<file path="src/rtl/onewire_pkg.sv">
// Shared one-wire definitions: engine command codes and the bus arbiter state
// encoding. Sensor controllers import this package too, so the command codes
// they drive onto the arbiter's cmd lanes match the codes decoded here.
package onewire_pkg;

  // Command codes carried on each requester's 2-bit cmd lane.
  typedef enum logic [1:0] {
    OW_CMD_RESET   = 2'd0,
    OW_CMD_WRITE   = 2'd1,
    OW_CMD_READ    = 2'd2,
    OW_CMD_RELEASE = 2'd3
  } owCmd_e;

  // Bus arbiter states.
  typedef enum logic [2:0] {
    IDLE   = 3'd0,
    OWNED  = 3'd1,
    STROBE = 3'd2,
    WAIT   = 3'd3,
    FINISH = 3'd4
  } arbState_e;

endpackage

</file>
<file path="src/rtl/rr_pick_onehot.sv">
// Round-robin picker. Returns a one-hot grant for the first asserted request
// found when scanning upward from the requester after lastOwner, wrapping
// around. An empty req vector gives an all-zero grant.
//   req       : request vector
//   lastOwner : index of the most recent bus owner
//   grant     : one-hot winner (or zero)
module rr_pick_onehot #(
  parameter int N  = 2,
  parameter int LW = (N > 1) ? $clog2(N) : 1
) (
  input  logic [N-1:0]  req,
  input  logic [LW-1:0] lastOwner,
  output logic [N-1:0]  grant
);

  logic [LW:0] sum;

  // Scan from the farthest candidate to the nearest so the nearest asserted
  // request overwrites any earlier hit.
  always_comb begin
    grant = '0;
    sum   = '0;
    for (int k = N; k >= 1; k--) begin
      sum = {1'b0, lastOwner} + (LW+1)'(k);
      if (sum >= (LW+1)'(N)) sum = sum - (LW+1)'(N);
      if (req[sum[LW-1:0]]) begin
        grant                 = '0;
        grant[sum[LW-1:0]]    = 1'b1;
      end
    end
  end

endmodule

</file>
<file path="src/rtl/onewire_bus_arbiter.sv">
// One-wire bus arbiter. Shares a single one-wire byte engine between N_REQ
// requesters: grants the bus round-robin, forwards the owner's reset/write/
// read command to the engine as a level strobe held until the engine reports
// busy, waits for the engine to finish, and pulses done (or err on a strobe
// that never raised busy).
//   CLK_10MHZ, RST_N      : clock, synchronous active-low reset
//   req/grant             : per-requester level request, one-hot ownership
//   cmd/cmd_valid/wr_byte : per-requester command lanes (2/1/8 bits each)
//   cmd_ready             : owner's command is accepted this cycle
//   rd_byte               : byte from the last completed read
//   done/err              : one-cycle completion / timeout pulses
//   ow_reset/write/read   : engine strobes, ow_in_byte byte to engine
//   ow_out_byte, ow_busy  : engine result byte and (asynchronous) busy
module onewire_bus_arbiter
  import onewire_pkg::*;
#(
  parameter int N_REQ          = 2,
  parameter int STROBE_TIMEOUT = 1200
) (
  input  logic               CLK_10MHZ,
  input  logic               RST_N,
  input  logic [N_REQ-1:0]   req,
  output logic [N_REQ-1:0]   grant,
  input  logic [2*N_REQ-1:0] cmd,
  input  logic [N_REQ-1:0]   cmd_valid,
  output logic               cmd_ready,
  input  logic [8*N_REQ-1:0] wr_byte,
  output logic [7:0]         rd_byte,
  output logic               done,
  output logic               err,
  output logic               ow_reset,
  output logic               ow_write,
  output logic               ow_read,
  output logic [7:0]         ow_in_byte,
  input  logic [7:0]         ow_out_byte,
  input  logic               ow_busy
);

  localparam int LW = (N_REQ > 1) ? $clog2(N_REQ) : 1;
  localparam int CW = $clog2(STROBE_TIMEOUT + 1);

  arbState_e        state, stateNxt;
  owCmd_e           cmdLat, cmdNxt;
  logic [LW-1:0]    lastOwner, lastNxt;
  logic [N_REQ-1:0] grantNxt, pickGrant;
  logic [7:0]       inByteNxt, rdNxt;
  logic             doneNxt, errNxt;
  logic [CW-1:0]    toCnt, cntNxt;

  // busy comes from the engine's divided clock domain.
  logic busyS1, busyS2, busyD;
  logic busyRise, busyFall;

  // Owner's lanes, selected by the one-hot grant.
  logic [LW-1:0] ownerIdx;
  logic [1:0]    ownCmd;
  logic          ownValid, ownReq;
  logic [7:0]    ownByte;

  always_ff @(posedge CLK_10MHZ) begin
    if (!RST_N) begin
      busyS1 <= 1'b0;
      busyS2 <= 1'b0;
      busyD  <= 1'b0;
    end else begin
      busyS1 <= ow_busy;
      busyS2 <= busyS1;
      busyD  <= busyS2;
    end
  end

  assign busyRise = busyS2 & ~busyD;
  assign busyFall = ~busyS2 & busyD;

  rr_pick_onehot #(.N(N_REQ), .LW(LW)) uPick (
    .req       (req),
    .lastOwner (lastOwner),
    .grant     (pickGrant)
  );

  always_comb begin
    ownerIdx = '0;
    ownCmd   = '0;
    ownValid = 1'b0;
    ownReq   = 1'b0;
    ownByte  = '0;
    for (int i = 0; i < N_REQ; i++) begin
      if (grant[i]) begin
        ownerIdx = LW'(i);
        ownCmd   = cmd[2*i +: 2];
        ownValid = cmd_valid[i];
        ownReq   = req[i];
        ownByte  = wr_byte[8*i +: 8];
      end
    end
  end

  always_ff @(posedge CLK_10MHZ) begin
    if (!RST_N) begin
      state      <= IDLE;
      grant      <= '0;
      lastOwner  <= LW'(N_REQ - 1);
      cmdLat     <= OW_CMD_RESET;
      ow_in_byte <= '0;
      rd_byte    <= '0;
      done       <= 1'b0;
      err        <= 1'b0;
      toCnt      <= '0;
    end else begin
      state      <= stateNxt;
      grant      <= grantNxt;
      lastOwner  <= lastNxt;
      cmdLat     <= cmdNxt;
      ow_in_byte <= inByteNxt;
      rd_byte    <= rdNxt;
      done       <= doneNxt;
      err        <= errNxt;
      toCnt      <= cntNxt;
    end
  end

  always_comb begin
    stateNxt  = state;
    grantNxt  = grant;
    lastNxt   = lastOwner;
    cmdNxt    = cmdLat;
    inByteNxt = ow_in_byte;
    rdNxt     = rd_byte;
    doneNxt   = 1'b0;
    errNxt    = 1'b0;
    cntNxt    = toCnt;
    cmd_ready = (state == OWNED) && !busyS2;
    ow_reset  = 1'b0;
    ow_write  = 1'b0;
    ow_read   = 1'b0;

    case (state)
      IDLE: begin
        if (|req) begin
          grantNxt = pickGrant;
          stateNxt = OWNED;
        end
      end
      OWNED: begin
        // A dropped request releases the bus even while the engine is busy.
        if (!ownReq || (cmd_ready && ownValid && ownCmd == OW_CMD_RELEASE)) begin
          grantNxt = '0;
          lastNxt  = ownerIdx;
          stateNxt = IDLE;
        end else if (cmd_ready && ownValid) begin
          cmdNxt    = owCmd_e'(ownCmd);
          inByteNxt = ownByte;
          cntNxt    = '0;
          stateNxt  = STROBE;
        end
      end
      STROBE: begin
        ow_reset = (cmdLat == OW_CMD_RESET);
        ow_write = (cmdLat == OW_CMD_WRITE);
        ow_read  = (cmdLat == OW_CMD_READ);
        // busy seen on the last timeout cycle still counts as an accept.
        if (busyRise) begin
          stateNxt = WAIT;
        end else if (toCnt == CW'(STROBE_TIMEOUT - 1)) begin
          errNxt   = 1'b1;
          stateNxt = OWNED;
        end else begin
          cntNxt = toCnt + CW'(1);
        end
      end
      WAIT: begin
        if (busyFall) begin
          if (cmdLat == OW_CMD_READ) rdNxt = ow_out_byte;
          stateNxt = FINISH;
        end
      end
      FINISH: begin
        doneNxt  = 1'b1;
        stateNxt = OWNED;
      end
      default: stateNxt = IDLE;
    endcase
  end

endmodule

</file>
<file path="config.mk">
export PLATFORM = sky130hd
export DESIGN_NAME = onewire_bus_arbiter
export DESIGN_NICKNAME = d
export VERILOG_FILES = /design/src/rtl/onewire_pkg.sv /design/src/rtl/rr_pick_onehot.sv /design/src/rtl/onewire_bus_arbiter.sv
export SDC_FILE = /design/constraint.sdc
export NUM_CORES = 1
export LEC_CHECK = 0
export BUFFER_PORTS_ARGS = -buffer_cell sky130_fd_sc_hd__buf_2
export CORE_UTILIZATION = 50
export CTS_CLUSTER_DIAMETER = 150
export DETAILED_ROUTE_END_ITERATION = 12
export PLACE_DENSITY = 0.76
export SLEW_MARGIN = 20
export SYNTH_ARGS = -nofsm -noshare
export SYNTH_HDL_FRONTEND = slang
export SYNTH_SLANG_ARGS = --single-unit
</file>
<file path="constraint.sdc">
create_clock -name CLK_10MHZ -period 3.7 [get_ports CLK_10MHZ]
set_input_delay 0.555 -clock CLK_10MHZ [delete_from_list [all_inputs] [get_ports CLK_10MHZ]]
set_output_delay 0.555 -clock CLK_10MHZ [all_outputs]
set_load 0.05 [all_outputs]
</file>
* Yosys cells after proc, flatten, opt, wreduce, memory -nomap -nowiden
Index checks and enable logic that the tools add are counted.
** Word-level totals
- Register bits after elaboration :: 40
- Input port bits :: 35
- Output and inout port bits :: 24
- Word-level logic and storage cells :: 108
** Cells by class
- $add $sub $neg :: 5
- Magnitude comparators :: 6
- Equality and inequality tests :: 17
- Muxes and demuxes :: 41
- Bitwise logic cells :: 7
- Reductions and logical operators :: 20
** Operators by type and width (count)
- $mux W11 :: 4
- $pmux W11 S2 :: 1
- $mux W1 :: 18
- $mux W3 :: 6
- $mux W8 :: 2
- $pmux W3 S5 :: 1
- $mux W2 :: 6
- $add A11 B1 Y11 const B :: 1
- $eq A11 B11 Y1 const B :: 1
- $ne A2 B2 Y1 const B :: 5
- $reduce_and A3 Y1 :: 3
- $eq A3 B2 Y1 const B :: 2
- $logic_and A1 B1 Y1 :: 5
- $not A1 Y1 :: 5
- $reduce_and A5 Y1 :: 1
- $eq A2 B2 Y1 const B :: 2
- $ge A2 B2 Y1 const B :: 2
- $lt A1 B2 Y1 const B :: 2
- $ne A2 B1 Y1 const B :: 2
- $pmux W2 S2 :: 1
- $reduce_and A4 Y1 :: 1
- $reduce_bool A2 Y1 :: 2
- $eq A3 B1 Y1 const B :: 1
- $eq A3 B3 Y1 const B :: 1
- other kinds (16) :: 21

* Depth between registers and ports, before layout
- Depth after elaboration :: 11
- Depth in mapped cells :: 7
- Mapped depth without buffers :: 6

* Modules after synthesis
A second synthesis with hierarchy kept.
** Second synthesis, totals
- Cells, all modules :: 231
- Area total of the unflattened synthesis :: 1991.9 µm²
** By module, submodules not included
- onewire_bus_arbiter :: instances 1, cells each 228, area each 1973.1 µm², sequential area each 800.8 µm²
- rr_pick_onehot :: instances 1, cells each 3, area each 18.8 µm², sequential area each 0.0 µm²

* Worst setup path before layout
No wires, ideal clock.
- Path type :: register -> output
- From :: reg state[1]
- To :: out ow_read
- Arrival time :: 1.936 ns
- Required time :: 3.145 ns
- Slack :: 1.209 ns
- Stages on the path, launching flop included :: 4
- Path buffers :: 1
- Cells stage by stage :: dfxtp_1 -> clkbuf_1 -> nand2_1 -> nor3b_1
** Between the ends
- Longest elaborated chain between the ends :: 2
** RTL lines
- from (decl) :: line onewire_bus_arbiter.sv:42 : arbState_e state, stateNxt;
- from (signal assigned) :: line onewire_bus_arbiter.sv:110 : state <= stateNxt;
- $eq A3 B2 Y1 :: line onewire_bus_arbiter.sv:137 : case (state)
- $mux W1 :: line onewire_bus_arbiter.sv:137
- to (decl) :: line onewire_bus_arbiter.sv:33 : output logic ow_read,
Every way passes these cells.

* Worst setup path after layout
- From :: reg grant[1]
- To :: reg ow_in_byte[0]
** Between the ends
- Longest elaborated chain between the ends :: 6
- Elaborated cells on any way between the ends :: 11
- Classes of those cells :: eq/ne (1); mux (4); bitwise (1); reduce/logical (5)
** RTL lines
- from (decl) :: line onewire_bus_arbiter.sv:23 : output logic [N_REQ-1:0] grant,
- from (signal assigned) :: line onewire_bus_arbiter.sv:111 : grant <= grantNxt;
- $mux W2 / $mux W1 (equally long branches) :: line onewire_bus_arbiter.sv:88 : if (grant[i]) begin
- $eq A2 B2 Y1 / $logic_and A1 B1 Y1 (equally long branches) :: line onewire_bus_arbiter.sv:146, onewire_bus_arbiter.sv:150
- $logic_and A1 B1 Y1 :: line onewire_bus_arbiter.sv:146 : if (!ownReq || (cmd_ready && ownValid && ownCmd == OW_CMD_RELEASE)) begin
- $logic_or A1 B1 Y1 :: line onewire_bus_arbiter.sv:146
- $not A1 Y1 (no line)
- $reduce_and A3 Y1 (no line)
- to (signal assigned) :: line onewire_bus_arbiter.sv:114 : ow_in_byte <= inByteNxt;
- to (decl) :: line onewire_bus_arbiter.sv:34 : output logic [7:0] ow_in_byte,
Several ways; a longest one is shown, not always the timed one.
A chain may end at the register's enable or synchronous reset.

==> results.py <==
metrics = {
    "run_status": {
        "status": "completed",
    },
    "detailed_routing": {
        "wl_met3_um": 253,
        "vias": 1863,
        "vias_per_cell": 5.68,
        "route.layer.met1.wl_mm": 2.06,
        "drtPass1Iterations": 4,
        "drc": 0,
        "routed.top_layer": "met4",
        "dr_wl_met2_mm": 2.08,
        "wl_per_cell_um": 13.6,
        "wirelength_mm": 4.45,
        "postRouteAntennaNets": 0,
        "first_iter_violations": 118,
    },
    "worst_setup_path": {
        "cp_slowest_stage_delay_ps": 790,
        "r2r-start": "grant[1]",
        "rrSetupSlack_ps": 1230,
        "cp.arrival_ps": 2670,
        "cp_cell_sequence": "nand2_1 -> a211oi_4 -> and4b_1 -> nor2_1 -> a211oi_2",
        "cp.buffers_inverters": 0,
        "worst_path_max_delay_cell": "and4b_1",
        "cp-start-kind": "register",
        "crit_path_end_kind": "register",
        "crit_type": "register to register",
        "rr_worst_depth": 5,
        "timing.rr.end": "ow_in_byte[0]",
        "crit_path_max_fanout": 22,
        "cp.required_ps": 3910,
        "critPathTopFamily": "simple AND/OR/NAND/NOR gates",
    },
    "power_and_ir_drop": {
        "p_leak_nw": 0.977,
        "irDropWorstVdd_mv": 0.279,
        "p_total_mw": 0.814,
        "cellPowerDensity_nw_per_um2": 348,
    },
    "timing": {
        "rsz0062_at_grt": "false",
        "fmax_ghz": 0.405,
        "finalCriticalPeriod_ps": 2470,
        "tns_ps": 0,
        "slew_headroom_pct": 38.1,
        "fin_skew_ps": 4.94,
        "setup_ws_ps": 1230,
        "setup_viol": 0,
        "timing_worst_slew_pin_value_ps": 928,
        "slew_violations": 0,
        "hold_violations": 0,
        "whs_ps": 445,
        "min_period_over_period_pct": 66.7,
    },
    "final_layout": {
        "layout-drive-gt1-share_pct": 27.9,
        "final_cell_area_um2": 2340,
        "diodes": 0,
        "final_cell_mix": "buf_2 (58), dfxtp_1 (40), nor2_1 (29)",
        "area_delta_synth_final_pct": 18.0,
        "nNetsFinal": 316,
        "final_common_cell": "buf_2",
        "fin_util_pct": 62.6,
        "finalNonFillerCells": 328,
    },
    "global_route": {
        "globalRouteOverflowTotal": 0,
        "track_usage_pct": 22.4,
        "grt_pass1_vias": 1724,
        "antenna_found_initial": 0,
        "grt_pass1_wl_mm": 7.32,
        "grt_max_degree": 25,
    },
    "synthesis": {
        "async_flop_share_pct": 0,
        "yosysTopAreaCell": "dfxtp_1",
        "synth_nets": 265,
        "synth_area_um2": 1980,
        "synth-edff-count": 0,
        "syn_avg_cell_area_um2": 8.67,
        "netlist-cell-type-count": 45,
        "ys_ff_latch": 40,
        "synth_cells": 229,
        "yosys-top-cells-area": "dfxtp_1 (40%), a211oi_2 (6.3%), nor2_1 (5.5%), mux2i_1 (5.0%), o21ai_0 (4.5%)",
        "ys_warn_count": 0,
        "netlist.area_leader.share_pct": 40.4,
        "synth.yosys.seq_area_share_pct": 40.4,
        "synth-main-ff-cell": "dfxtp_1",
    },
    "placed_design": {
        "place_inst": 321,
        "dpl-instance-area_um2": 2260,
        "hpwl_mm": 3.18,
        "port-buffer-count": 58,
        "place_congestion": 0.816,
        "dpl_worst_slack_ps": 1260,
    },
    "clock_tree": {
        "clock-sinks": 40,
        "clockRootBuffer": "clkbuf_8",
        "cts-buffers-inserted": 5,
        "clk_pin_slew_worst_paths_ps": 70,
        "hold_buffers": 0,
        "clock_latency_ps": 290,
        "htree_levels": 2,
        "clockBufferDepth": 2,
        "tritoncts": "done",
        "post_cts_buffers": 0,
        "cts-resized-gates": 0,
    },
    "die": {
        "die_y_um": 65,
        "die_area_um2": 4230,
        "start_util_pct": 53.0,
        "rows": 22,
        "core-area_um2": 3740,
        "io_pins": 59,
        "die_x_um": 65,
    },
    "min_path": {
        "holdPathStages": 1,
        "hp-class": "register to register",
        "hold_path_end": "busyS2",
        "hp-start": "busyS1",
    },
    "flow_run": {
        "maxCapViolCount": 0,
    },
}
==> metal layers <==
layer	up-vias	GRT usage [%]
li1	939	-
met1	865	26.2
met2	52	38.2
met3	7	5.81
met4	0	9.72
met5	-	0
==> cell type report <==
| type | instances | area (µm²) |
|---|---|---|
| clock buffers | 6 | 72.6 |
| clock inverters | 1 | 5.00 |
| fillers | 337 | 1400 |
| inverters | 3 | 11.3 |
| multi-input cells | 171 | 1090 |
| flip-flops and latches | 40 | 801 |
| well taps | 48 | 60.1 |
| repair buffers | 59 | 298 |
==> registers in the layout (all words and copies together), names as in the netlist, 2 cells and up <==
name and count:
toCnt 11, ow_in_byte 8, rd_byte 8, state 3, cmdLat 2, grant 2
==> report_power, final <==
part           switching, mW  internal (mW)
registers             0.0108          0.437
logic                 0.0549         0.0361
clock network          0.147          0.128
==> cells in the mapped netlist (3+ instances only) <==
library cell / number
dfxtp_1: 40
nor2_1: 29
o21ai_0: 18
nand2_1: 16
a21oi_1: 13
nor3_1: 11
a211oi_2: 10
mux2i_1: 10
a22oi_1: 9
clkbuf_1: 8
nand3_1: 5
nor3b_1: 5
and2_1: 4
and3_1: 3
buf_4: 3
inv_1: 3
nor2b_1: 3
o2111ai_1: 3
o31ai_1: 3
==> worst register-to-register path, stage by stage (launching register included) <==
cell and delay, ps:
dfxtp_1 710, nand2_1 220, a211oi_4 320, and4b_1 790
nor2_1 120, a211oi_2 220
==> worst max path at each step <==
| stage | to | cells after the start | startpoint |
|---|---|---|---|
| 2_1_floorplan | ow_read | 3 | state[1] |
| 3_3_place_gp | ow_in_byte[5] | 5 | grant[1] |
| 3_5_place_dp | ow_in_byte[0] | 5 | grant[1] |
| 4_1_cts | ow_in_byte[0] | 5 | grant[1] |
| 5_1_grt | ow_in_byte[1] | 5 | grant[1] |
| 6_report | ow_in_byte[0] | 5 | grant[1] |
==> logic make-up after synthesis <==
group	after synthesis	share of synthesized area, %
compound gates	68	25.3
simple gates	92	24.2
fa+ha+maj	1	0.630
buf+inv	18	4.48
flops	40	40.4
mux	10	5.04
Power figures use the tool's default switching activity.
